$ cat src/rtl/wb_master_mux.sv
// rtl/wb_master_mux.sv - Wishbone master-side mux routing the granted master to the slave bus, with stall watchdog
module wb_master_mux #(
    parameter int N       = 2,
    parameter int AW      = 32,
    parameter int DW      = 32,
    parameter int TIMEOUT = 255,
    localparam int SW     = DW / 8
) (
    input  logic            clk_i,
    input  logic            rst_i,
    input  logic [N-1:0]    gnt_i,
    input  logic [N-1:0]    m_cyc_i,
    input  logic [N-1:0]    m_stb_i,
    input  logic [N-1:0]    m_we_i,
    input  logic [N*AW-1:0] m_adr_i,
    input  logic [N*DW-1:0] m_dat_i,
    input  logic [N*SW-1:0] m_sel_i,
    output logic [DW-1:0]   m_dat_o,
    output logic [N-1:0]    m_ack_o,
    output logic [N-1:0]    m_err_o,
    output logic            s_cyc_o,
    output logic            s_stb_o,
    output logic            s_we_o,
    output logic [AW-1:0]   s_adr_o,
    output logic [DW-1:0]   s_dat_o,
    output logic [SW-1:0]   s_sel_o,
    input  logic [DW-1:0]   s_dat_i,
    input  logic            s_ack_i,
    input  logic            s_err_i,
    output logic            timeout_o,
    output logic [7:0]      timeout_cnt_o
);

    localparam int CW     = (TIMEOUT > 0) ? $clog2(TIMEOUT + 1) : 1;
    localparam int LAST_I = (TIMEOUT > 0) ? TIMEOUT - 1 : 0;
    localparam logic [CW-1:0] LAST = LAST_I[CW-1:0];

    typedef enum logic [1:0] {ST_IDLE, ST_BUSY, ST_ABORT} state_t;

    state_t        state_q, state_d;
    logic [CW-1:0] cnt_q, cnt_d;
    logic          timeout_q, timeout_d;
    logic [7:0]    tcnt_q, tcnt_d;

    logic [N-1:0]  gnt_low;
    logic          cyc_g, stb_g, we_g;
    logic [AW-1:0] adr_g;
    logic [DW-1:0] dat_g;
    logic [SW-1:0] sel_g;
    logic          busy, abort, stall, ack_g, err_g;

    assign gnt_low = gnt_i & (~gnt_i + 1'b1);

    // Descending scan so the lowest granted index is the one left selected.
    always_comb begin
        cyc_g = 1'b0;
        stb_g = 1'b0;
        we_g  = 1'b0;
        adr_g = '0;
        dat_g = '0;
        sel_g = '0;
        for (int k = N - 1; k >= 0; k--) begin
            if (gnt_i[k]) begin
                cyc_g = m_cyc_i[k];
                stb_g = m_stb_i[k];
                we_g  = m_we_i[k];
                adr_g = m_adr_i[k*AW +: AW];
                dat_g = m_dat_i[k*DW +: DW];
                sel_g = m_sel_i[k*SW +: SW];
            end
        end
    end

    assign busy  = (state_q == ST_BUSY);
    assign abort = (state_q == ST_ABORT);

    assign s_cyc_o = cyc_g & ~abort & ~rst_i;
    assign s_stb_o = stb_g & ~abort & ~rst_i;
    assign s_we_o  = we_g;
    assign s_adr_o = adr_g;
    assign s_dat_o = dat_g;
    assign s_sel_o = sel_g;

    assign ack_g   = busy & s_ack_i & stb_g;
    assign err_g   = ((busy & s_err_i) | abort) & stb_g;
    assign m_ack_o = {N{ack_g}} & gnt_low;
    assign m_err_o = {N{err_g}} & gnt_low;
    assign m_dat_o = s_dat_i;

    assign timeout_o     = timeout_q;
    assign timeout_cnt_o = tcnt_q;

    assign stall = s_cyc_o & s_stb_o & ~s_ack_i & ~s_err_i;

    always_comb begin
        state_d   = state_q;
        cnt_d     = cnt_q;
        timeout_d = 1'b0;
        tcnt_d    = tcnt_q;
        case (state_q)
            ST_IDLE: begin
                cnt_d = '0;
                if (cyc_g) state_d = ST_BUSY;
            end
            ST_BUSY: begin
                if (!cyc_g) begin
                    state_d = ST_IDLE;
                    cnt_d   = '0;
                end else if (stall && TIMEOUT != 0) begin
                    if (cnt_q == LAST) begin
                        state_d   = ST_ABORT;
                        cnt_d     = '0;
                        timeout_d = 1'b1;
                        if (tcnt_q != 8'hFF) tcnt_d = tcnt_q + 8'd1;
                    end else begin
                        cnt_d = cnt_q + 1'b1;
                    end
                end else begin
                    cnt_d = '0;
                end
            end
            ST_ABORT: begin
                cnt_d = '0;
                if (!cyc_g) state_d = ST_IDLE;
            end
            default: begin
                state_d = ST_IDLE;
                cnt_d   = '0;
            end
        endcase
    end

    always_ff @(posedge clk_i or posedge rst_i) begin
        if (rst_i) begin
            state_q   <= ST_IDLE;
            cnt_q     <= '0;
            timeout_q <= 1'b0;
            tcnt_q    <= 8'd0;
        end else begin
            state_q   <= state_d;
            cnt_q     <= cnt_d;
            timeout_q <= timeout_d;
            tcnt_q    <= tcnt_d;
        end
    end

endmodule

$ cat config.mk
export PLATFORM = sky130hd
export DESIGN_NAME = wb_master_mux
export DESIGN_NICKNAME = d
export VERILOG_FILES = /design/src/rtl/wb_master_mux.sv
export SDC_FILE = /design/constraint.sdc
export NUM_CORES = 1
export LEC_CHECK = 0
export CORE_AREA = 2 2 115 117
export CTS_BUF_LIST = sky130_fd_sc_hd__clkbuf_4 sky130_fd_sc_hd__clkbuf_8
export CTS_CLUSTER_SIZE = 10
export DETAILED_ROUTE_END_ITERATION = 8
export DIE_AREA = 0 0 117 119
export DONT_BUFFER_PORTS = 1
export PLACE_DENSITY = 0.37
export SLEW_MARGIN = 20
export SYNTH_ARGS = -nofsm -noshare
export SYNTH_HDL_FRONTEND = slang
export SYNTH_SLANG_ARGS = --single-unit
$ cat constraint.sdc
create_clock -name clk_i -period 3.04 [get_ports clk_i]
set_input_delay 0.608 -clock clk_i [delete_from_list [all_inputs] [get_ports clk_i]]
set_output_delay 0.608 -clock clk_i [all_outputs]
set_load 0.02 [all_outputs]
## Word-level counts from Yosys, hierarchy flattened

Index checks and enable logic that the tools add are counted.

| storage, ports and cells | value |
|---|---|
| bits of input ports | 180 |
| register bits after elaboration | 19 |
| logic and storage cells | 64 |

| cells by class | value |
|---|---|
| multiplexer cells | 26 |
| reductions and logical operators | 3 |
| eq/ne operators | 8 |
| add/subtract/negate cells | 3 |
| bitwise operators | 20 |

Operators by type and width:

| operator | count |
|---|---|
| $mux 32 | 4 |
| $mux 8 | 4 |
| $add 8x1->8 const B | 2 |
| $and 1x1->1 | 11 |
| $mux 1 | 10 |
| $mux 2 | 5 |
| $eq 8x8->1 const B | 1 |
| $mux 4 | 2 |
| $ne 8x8->1 const B | 1 |
| $and 2x2->2 | 3 |
| $ne 3x2->1 const B | 2 |
| $pmux 2 s3 | 1 |
| $reduce_and 5->1 | 1 |
| $ne 2x2->1 const B | 2 |
| $not 1->1 | 4 |
| $reduce_and 4->1 | 1 |
| $add 2x1->2 const B | 1 |
| $eq 2x1->1 const B | 1 |
| $eq 2x2->1 const B | 1 |
| $logic_not 2->1 | 1 |
| $not 2->2 | 1 |
| $or 1x1->1 | 1 |

## Depth between registers and ports, before layout

Gate-level depths: netlist of the first run.

| logic depth | value |
|---|---|
| depth after elaboration | 10 |
| gate-level depth with buffers | 7 |
| mapped depth without buffers | 7 |

## Worst setup path before layout of the first run

Ideal clock, no wire load.

| path | value |
|---|---|
| kind | input to output |
| start | in gnt_i[1] |
| end | out m_ack_o[1] |
| stages | 6 |
| setup slack | 0.602 ns |
| arrival time | 1.830 ns |
| cell sequence | nor2b_1 -> buf_4 -> clkbuf_1 -> buf_1 -> nand2_1 -> nor2_1 |

| between the ends | value |
|---|---|
| longest elaborated chain between the ends | 4 |
| elaborated cells on any way between the ends | 7 |

Ends and longest elaborated chain:

| what | line | text |
|---|---|---|
| from (decl) | 11 | `input logic [N-1:0] gnt_i,` |
| $not 2->2 / $mux 1 (equally long branches) | 52, 63 |  |
| $add 2x1->2 / $mux 1 (equally long branches) | 52, 63 |  |
| $and 2x2->2 / $and 1x1->1 (equally long branches) | 52, 84 |  |
| $and 2x2->2 * | 86 | `assign m_ack_o = {N{ack_g}} & gnt_low;` |
| to (decl) | 19 | `output logic [N-1:0] m_ack_o,` |

Mark *: on every way between the ends. The rest lies on a longest branch, timed or not.

## Final worst setup path of the first run

| path | value |
|---|---|
| start | in gnt_i[1] |
| end | out s_dat_o[21] |

| between the ends | value |
|---|---|
| longest elaborated chain between the ends | 2 |

Ends and longest elaborated chain:

| what | line | text |
|---|---|---|
| $mux 32 (2 in series) | 63 | `if (gnt_i[k]) begin` |
| to (decl) | 25 | `output logic [DW-1:0] s_dat_o,` |

No other way between the ends.

==> impl_metrics.csv, run 1 <==
group,metric,value,unit
worst_setup_path,r2r_start,"cnt_q[0]",
synthesis,syn-num-nets,404,
power,leakagePower,0.737,nW
route,dr.pass1.iters,4,
flow_run,maxCapViolCount,0,
synthesis,synth_ff_type,"dfrtp_1",
cells_and_area,drive_above_1_share,0.0718,
die,dieArea,13900,sq um
worst_setup_path,r2r_end,"timeout_cnt_o[7]",
synthesis,avgSynthCellArea,8.64,sq um
sta,post-route-period-util,0.774,
sta,setup_viol,0,
synthesis,yosysTopAreaCell,"a22o_1",
cells_and_area,fin_area,1910,sq um
cells_and_area,fillCellCount,1470,
route,ant_nets,0,
clock_tree,hold_buffers,0,
synthesis,synthArstFlopShare,1.00,
global_route,grt_start_max_net_pins,75,
sta,worst-slew-pin-transition,0.687,ns
global_route,grt_use_total,0.112,
worst_setup_path,reg2reg_slack,0.99,ns
sta,final-hold-violation-count,0,
clock_tree,cts_tree,"yes",
clock_tree,cts_resized,0,
run_status,status,"finished, final reports clean",
synthesis,synth_top_family_by_area,"compound AO/OA/AOI/OAI gates",
clock_tree,post_cts_buffers,0,
worst_setup_path,cpMaxStageDelayCell,"buf_4",
route,wl_per_cell,25.2,um
die,core-area,12900,sq um
synthesis,muxShareOfSynthArea,0.0177,
worst_setup_path,cp_max_fo,50,
clock_tree,cts.sinks,19,
synthesis,netlist_area,1910,sq um
route,via_per_inst,4.68,
worst_setup_path,arrival,1.74,ns
route,vias,1675,
global_route,grt_pass1_wl,10900,um
global_route,grt_pass1_vias,1545,
synthesis,yosys-top-cells-area,"a22o_1 (31%), dfrtp_1 (25%), buf_4 (13%)",
worst_setup_path,required,2.43,ns
sta,fin_skew,0.00844,ns
placement,gp_congestion,0.791,
power,total_power,0.668,mW
placement,dp_hpwl,7810,um
clock_tree,root_buffer,"clkbuf_8",
clock_tree,h-tree-depth,1,
route,totalWireLength,9020,um
synthesis,yosys.area_share.simple,0.165,
sta,max_slew_margin,0.537,
worst_setup_path,critical_path.max_stage_delay,0.48,ns
power,power_density,350,nW/um^2
power,peakVddDrop,151,uV
synthesis,ys_warn_count,0,
die,rows,42,
cells_and_area,fin_nets,365,
synthesis,ys_seq_area_frac,0.249,
synthesis,synth_compound_area_frac,0.331,
sta,rsz0062_at_grt,"false",
cells_and_area,utilization,0.148,
worst_setup_path,crit_path_end_kind,"output pin",
clock_tree,clk_path_buf_depth,2,
sta,holdWs,0.148,ns
die,initial_core_util,0.148,
global_route,antenna_found_initial,3,
worst_setup_path,ff2ff_path_depth,7,
clock_tree,clk_latency,0.26,ns
worst_setup_path,crit_chain,"nor2b_4, buf_4, a22o_1",
placement,numPortBuffers,0,
synthesis,synthXorXnorAreaFrac,0.0505,
global_route,grt-ovfl-total,0,
synthesis,synthCells,221,
die,die_x,117,um
synthesis,yosysTopAreaCellShare,0.307,
synthesis,synthTopCellsByCount,"a22o_1 (67), buf_4 (34), dfrtp_1 (19)",
die,io_pins,296,
synthesis,ys_ff_latch,19,
synthesis,ys_types,28,
worst_setup_path,critical_path_class,"input port to output pin",
route,drc,0,
clock_tree,path_clk_slew,0.08,ns
worst_hold_path,hp-class,"input port to async pin",
route,drt_iter0_drc,122,
synthesis,synth_edf_count,0,
sta,setup_tns,0,ns
synthesis,synth-adder-area-share,0.0197,
die,dieHeight,119,um
sta,finalMaxSlewViolations,0,
clock_tree,cts_buffers,3,
synthesis,synth_most_common_cell,"a22o_1",
worst_setup_path,cp-start-kind,"input port",
cells_and_area,syn_to_final_growth,0.0654,%
placement,post_dp_cell_area,1860,sq um
sta,period_minus_slack,2.35,ns
sta,max_freq,0.425,GHz
==> layout make-up <==
class | count | area [sq um] | share of cell area
Inverter | 3 | 11.3 | 0.00589
Clock inverter | 1 | 7.51 | 0.00393
Antenna cell | 1 | 2.50 | 0.00131
Timing Repair Buffer | 4 | 30.0 | 0.0157
Tap cell | 176 | 220 | 0.115
Clock buffer | 3 | 41.3 | 0.0216
Sequential cell | 19 | 475 | 0.249
Multi-Input combinational cell | 151 | 1120 | 0.587
==> routing by layer <==
layer | global-route usage | wire length [um] | up-vias
met5 | 0 | 29 | -
met1 | 0.142 | 3490 | 796
li1 | - | - | 714
met4 | 0.0140 | 24 | 4
met3 | 0.0748 | 1610 | 6
met2 | 0.161 | 3860 | 155
==> registers in the layout (all words and copies together), names as in the netlist <==
register,count
cnt_q,8
state_q,2
timeout_cnt_o,8
timeout_o,1
==> where the power goes <==
part | internal [mW] | switching (mW)
Sequential | 0.254 | 0.000779
Clock | 0.0924 | 0.0922
Combinational | 0.0634 | 0.166
==> worst max-delay path by stage <==
| stage | depth (start not counted) | to | startpoint |
|---|---|---|---|
| 6_report | 3 | s_dat_o[21] | gnt_i[1] |
| 4_1_cts | 3 | s_dat_o[22] | gnt_i[1] |
| 3_3_place_gp | 3 | s_dat_o[21] | gnt_i[1] |
| 2_1_floorplan | 6 | m_ack_o[1] | gnt_i[1] |
| 5_1_grt | 3 | s_dat_o[22] | gnt_i[1] |
| 3_5_place_dp | 3 | s_dat_o[22] | gnt_i[1] |
==> worst max-delay path: cells and delay by family <==
family / cells / cell delay [ns]
buffers and inverters: 1 / 0.48
AND/OR/NAND/NOR: 1 / 0.27
AO/OA/AOI/OAI: 1 / 0.38
==> cells by family (layout without fill, tap and decap cells) <==
family                     Yosys count  after routing
AOI/OAI and AO/OA                   73             73
xor gates and xnor gates            11             11
adders and majority gates            3              3
buffers and inverters               51             11
DFF                                 19             19
muxes                                3              3
other                                0              1
and+or+nand+nor                     61             61
==> placed cells by master, fill, tap and decap left out <==
master | synthesis | final
nor2_1 | 18 | 18
o21bai_1 | 1 | 1
nor4_1 | 1 | 1
inv_1 | 3 | 3
a22o_1 | 67 | 67
mux2_1 | 3 | 3
clkinvlp_4 | 0 | 1
and3_1 | 5 | 5
nor4b_2 | 1 | 1
nor2b_4 | 0 | 1
nand4_1 | 1 | 1
clkbuf_8 | 0 | 3
xor2_1 | 3 | 3
nand2_1 | 11 | 11
o21ai_0 | 2 | 2
ha_1 | 3 | 3
xnor2_1 | 8 | 8
a22oi_2 | 1 | 1
nor2b_1 | 2 | 1
dfrtp_1 | 19 | 19
nor4_4 | 1 | 1
nand2b_1 | 3 | 3
buf_4 | 34 | 4
nand4b_1 | 1 | 1
diode_2 | 0 | 1
nand2_2 | 1 | 1
a21boi_0 | 1 | 1
nand3_1 | 13 | 13
a21boi_1 | 1 | 1
nor3_1 | 3 | 3
==> per-stage QoR <==
step                std cells  setup WS [ns]
floorplan                 221          0.602
global placement          353          0.706
detailed placement        353          0.663
CTS                       357          0.661
global route              357          0.583
finish                    358          0.688
Power figures use the tool's default switching activity.
==> run 2, diff against run 1 <==
clock period = 2.1 ns   (was 3.04 ns; I/O delays follow)
==> impl_metrics.csv, run 2 (synthesis results as in run 1) <==
group,metric,value,unit
route,dr.pass1.iters,4,
power,total_power,0.973,mW
worst_setup_path,required,2.24,ns
route,ant_nets,0,
clock_tree,cts.sinks,19,
die,rows,42,
sta,max_freq,0.534,GHz
global_route,grt_pass1_wl,10300,um
clock_tree,cts_resized,0,
die,die_x,117,um
global_route,grt_use_total,0.103,
sta,post-route-period-util,0.891,
die,io_pins,296,
worst_setup_path,cp-start-kind,"register",
worst_setup_path,arrival,2.01,ns
sta,rsz0062_at_grt,"false",
route,via_per_inst,4.62,
die,dieHeight,119,um
global_route,grt_pass1_vias,1475,
die,initial_core_util,0.148,
placement,dp_hpwl,7260,um
cells_and_area,mostFrequentLayoutCells,"a22o_1 (67), dfrtp_1 (19), nor2_1 (18)",
route,drc,0,
run_status,status,"finished, final reports clean",
global_route,grt-ovfl-total,0,
power,leakagePower,0.790,nW
sta,fin_skew,0.00484,ns
route,vias,1696,
cells_and_area,multiInputGateArea,1120,sq um
power,power_density,489,nW/um^2
clock_tree,cts_buffers,3,
placement,numPortBuffers,0,
route,totalWireLength,8410,um
power,peakVddDrop,278,uV
clock_tree,h-tree-depth,1,
cells_and_area,layout_commonest_cell,"a22o_1",
route,drt_iter0_drc,111,
sta,period_minus_slack,1.87,ns
cells_and_area,syn_to_final_growth,4.26,%
cells_and_area,fin_area,1990,sq um
cells_and_area,fin_nets,374,
clock_tree,root_buffer,"clkbuf_8",
clock_tree,cts_tree,"yes",
global_route,grt_start_max_net_pins,75,
cells_and_area,fillCellCount,1463,
sta,max_slew_margin,0.573,
placement,gp_congestion,0.772,
sta,setup_tns,0,ns
sta,finalMaxSlewViolations,0,
clock_tree,post_cts_buffers,0,
route,wl_per_cell,22.9,um
die,core-area,12900,sq um
worst_setup_path,cp_max_fo,8,
clock_tree,path_clk_slew,0.08,ns
cells_and_area,drive_above_1_share,0.111,
sta,final.setup.worst_slack,0.228,ns
global_route,antenna_found_initial,3,
sta,final-hold-violation-count,0,
flow_run,maxCapViolCount,0,
placement,post_dp_cell_area,1930,sq um
cells_and_area,utilization,0.155,
worst_hold_path,hp-class,"input port to async pin",
worst_setup_path,critical_path_class,"register to register",
clock_tree,clk_latency,0.25,ns
sta,worst-slew-pin-transition,0.634,ns
worst_setup_path,crit_path_end_kind,"register",
cells_and_area,seq_area,475,sq um
die,dieArea,13900,sq um
sta,setup_viol,0,
placement,dp_slack,0.222,ns
clock_tree,clk_path_buf_depth,2,
-- run 2: final cells by class --
cell class / instances / share of cell area
Sequential cell: 19 / 0.239
Timing Repair Buffer: 13 / 0.0566
Inverter: 3 / 0.00566
Antenna cell: 1 / 0.00126
Clock buffer: 3 / 0.0207
Clock inverter: 1 / 0.00251
Multi-Input combinational cell: 151 / 0.564
Tap cell: 176 / 0.111
-- run 2: final timing paths --
kind                           from          endpoint  slack (ns)  depth (start not counted)
max in group asynchronous     rst_i         timeout_o        1.30                          2
min in group clk_i          s_err_i         timeout_o        0.45                          3
hold reg to reg            cnt_q[0]          cnt_q[0]        0.49                          1
setup / recovery           cnt_q[0]  timeout_cnt_o[6]        0.23                          8
hold / removal                rst_i  timeout_cnt_o[3]        0.22                          2
setup reg to reg           cnt_q[0]  timeout_cnt_o[6]        0.23                          8
-- run 2: through the flow --
| stage | hold WS [ns] | std cells |
|---|---|---|
| detailed placement | 0.258 | 361 |
| global route | 0.262 | 366 |
| floorplan | 0.396 | 221 |
| CTS | 0.234 | 366 |
| finish | 0.222 | 367 |
| global placement | 0.257 | 361 |
-- run 2: per-layer routing --
metal  track usage  wire length [um]  up-vias
met5             0                30        -
met2         0.142              3430      139
met3        0.0748              1510        6
met4        0.0140                25        4
li1              -                 -      736
met1         0.133              3410      811
-- run 2: power by group --
| part | total [mW] | leakage, nW | switching [mW] | internal, mW |
|---|---|---|---|---|
| clock network | 0.256 | 0.0255 | 0.124 | 0.132 |
| registers | 0.368 | 0.264 | 0.00108 | 0.367 |
| logic | 0.349 | 0.500 | 0.247 | 0.102 |
-- run 2: timing repair --
| action | in CTS | in global routing |
|---|---|---|
| endpoints found under the hold margin | 3 | 0 |
| setup endpoints to repair | 0 | 0 |
| hold buffers | 1 | 0 |
-- run 2: worst max-delay path, stage by stage, from the launching register on --
cell and delay [ns]:
dfrtp_1 0.41, inv_1 0.07, ha_1 0.13, and3_1 0.15
nand3_1 0.18, nor4_4 0.24, buf_4 0.19, nand3_1 0.09
mux2_1 0.32
==> run 3, diff against run 2 <==
CTS_CLUSTER_SIZE = 12   (was 10)
SETUP_SLACK_MARGIN = 0.3   (was default)
==> impl_metrics.csv, run 3 (synthesis results as in run 1) <==
group,metric,value,unit
clock_tree,h-tree-depth,1,
placement,post_dp_cell_area,1930,sq um
die,dieArea,13900,sq um
route,via_per_inst,4.56,
sta,post-route-period-util,0.832,
cells_and_area,utilization,0.160,
worst_setup_path,path_buf_inv,2,
worst_setup_path,required,2.24,ns
worst_setup_path,critical_path.max_stage_delay,0.38,ns
run_status,status,"finished, final reports clean",
clock_tree,hold_buffers,0,
sta,worst-slew-pin-transition,0.495,ns
power,power_density,475,nW/um^2
route,dr.pass1.iters,4,
sta,fin_skew,0.00368,ns
sta,final-hold-violation-count,0,
route,ant_nets,0,
sta,rsz0062_at_grt,"true",
clock_tree,clk_path_buf_depth,2,
worst_setup_path,cp-start-kind,"register",
clock_tree,cts_buffers,3,
worst_setup_path,crit_path_end_kind,"register",
cells_and_area,num_antenna_cells,0,
route,vias,1681,
sta,max_slew_margin,0.669,
worst_setup_path,arrival,1.89,ns
power,peakVddDrop,188,uV
placement,gp_congestion,0.747,
die,initial_core_util,0.148,
worst_setup_path,critical_path_class,"register to register",
sta,period_minus_slack,1.75,ns
clock_tree,root_buffer,"clkbuf_8",
flow_run,maxCapViolCount,0,
clock_tree,path_clk_slew,0.07,ns
placement,dp.cells,358,
global_route,grt-ovfl-total,0,
route,wl_per_cell,21.0,um
die,core-area,12900,sq um
die,die_x,117,um
die,dieHeight,119,um
route,totalWireLength,7730,um
placement,dp_hpwl,6490,um
placement,dp_slack,0.0832,ns
power,leakagePower,0.808,nW
clock_tree,cts_tree,"yes",
cells_and_area,final_cells,369,
sta,setup_viol,0,
global_route,grt_pass1_vias,1489,
global_route,grt_start_max_net_pins,75,
sta,final.setup.worst_slack,0.352,ns
worst_setup_path,cp_max_fo,6,
cells_and_area,drive_above_1_share,0.223,
sta,max_freq,0.572,GHz
sta,finalMaxSlewViolations,0,
route,drc,0,
global_route,grt_pass1_wl,9560,um
worst_hold_path,hp-class,"input port to async pin",
worst_setup_path,crit_family,"simple AND/OR/NAND/NOR gates",
die,io_pins,296,
worst_setup_path,crit_chain,"inv_1, ha_1, and3_1, nand3_2, nor4_4, buf_6, nand3_1, mux2_4",
global_route,antenna_found_initial,0,
placement,numPortBuffers,0,
cells_and_area,mostFrequentLayoutCells,"a22o_1 (57), dfrtp_1 (19), nor2_1 (14), buf_4 (14)",
cells_and_area,syn_to_final_growth,8.06,%
die,rows,42,
cells_and_area,fin_nets,377,
clock_tree,clk_latency,0.25,ns
cells_and_area,layout_commonest_cell,"a22o_1",
route,drt_iter0_drc,70,
global_route,grt_use_total,0.0938,
clock_tree,cts.sinks,19,
worst_setup_path,cpMaxStageDelayCell,"dfrtp_1",
cells_and_area,fin_area,2060,sq um
sta,setup_tns,0,ns
==> run 3: cell count changes in the layout (fill, tap and decap cells not counted), moves of 2 or more <==
| cell | before | now |
|---|---|---|
| buf_4 | 11 | 14 |
| nand3_2 | 0 | 2 |
| nor2_2 | 0 | 4 |
| nor2_1 | 18 | 14 |
| nand3_1 | 13 | 11 |
| a22o_2 | 0 | 10 |
| a22o_1 | 67 | 57 |
==> run 3: path summary, 6_finish.rpt <==
check / startpoint / to / slack, ns / cells after the start
worst max-delay path: cnt_q[0] / timeout_cnt_o[6] / 0.35 / 8
worst min-delay path: rst_i / timeout_cnt_o[2] / 0.13 / 2
worst max register to register: cnt_q[0] / timeout_cnt_o[6] / 0.35 / 8
worst min register to register: cnt_q[0] / cnt_q[0] / 0.53 / 2
max in group asynchronous: rst_i / state_q[0] / 1.74 / 2
min in group clk_i: s_err_i / timeout_o / 0.39 / 3
==> run 3: layout make-up <==
| cell class | count | area [sq um] |
|---|---|---|
| flip-flops and latches | 19 | 475 |
| repair buffers | 16 | 136 |
| multi-input cells | 151 | 1170 |
| fillers | 1433 | 10800 |
| well taps | 176 | 220 |
| inverters | 3 | 15.0 |
| clock buffers | 4 | 48.8 |
==> run 3: metrics by stage <==
stage | power, mW | hold slack (ns)
final | 0.980 | 0.135
after global routing | 1.03 | 0.157
after CTS | 0.993 | 0.148
after detailed placement | 0.717 | 0.426
after global placement | 0.719 | 0.426
after floorplan | 0.763 | 0.282
==> run 3: repair_timing <==
action	4_1_cts	5_1_grt
pin swaps	1	2
resized for setup	5	11
endpoints found under the setup margin	10	18
setup buffers	4	3
endpoints found under the hold margin	0	0
==> run 3: power by group <==
| group | internal [mW] | switching (mW) | total, mW |
|---|---|---|---|
| registers | 0.367 | 0.00117 | 0.368 |
| clock network | 0.148 | 0.120 | 0.267 |
| logic | 0.105 | 0.239 | 0.344 |
| total | 0.620 | 0.359 | 0.980 |
==> run 3: per-layer routing <==
metal,share of wire,GRT usage
met1,0.40,0.118
met2,0.49,0.159
met3,0.10,0.0305
met4,0.0038,0.0132
met5,0,0
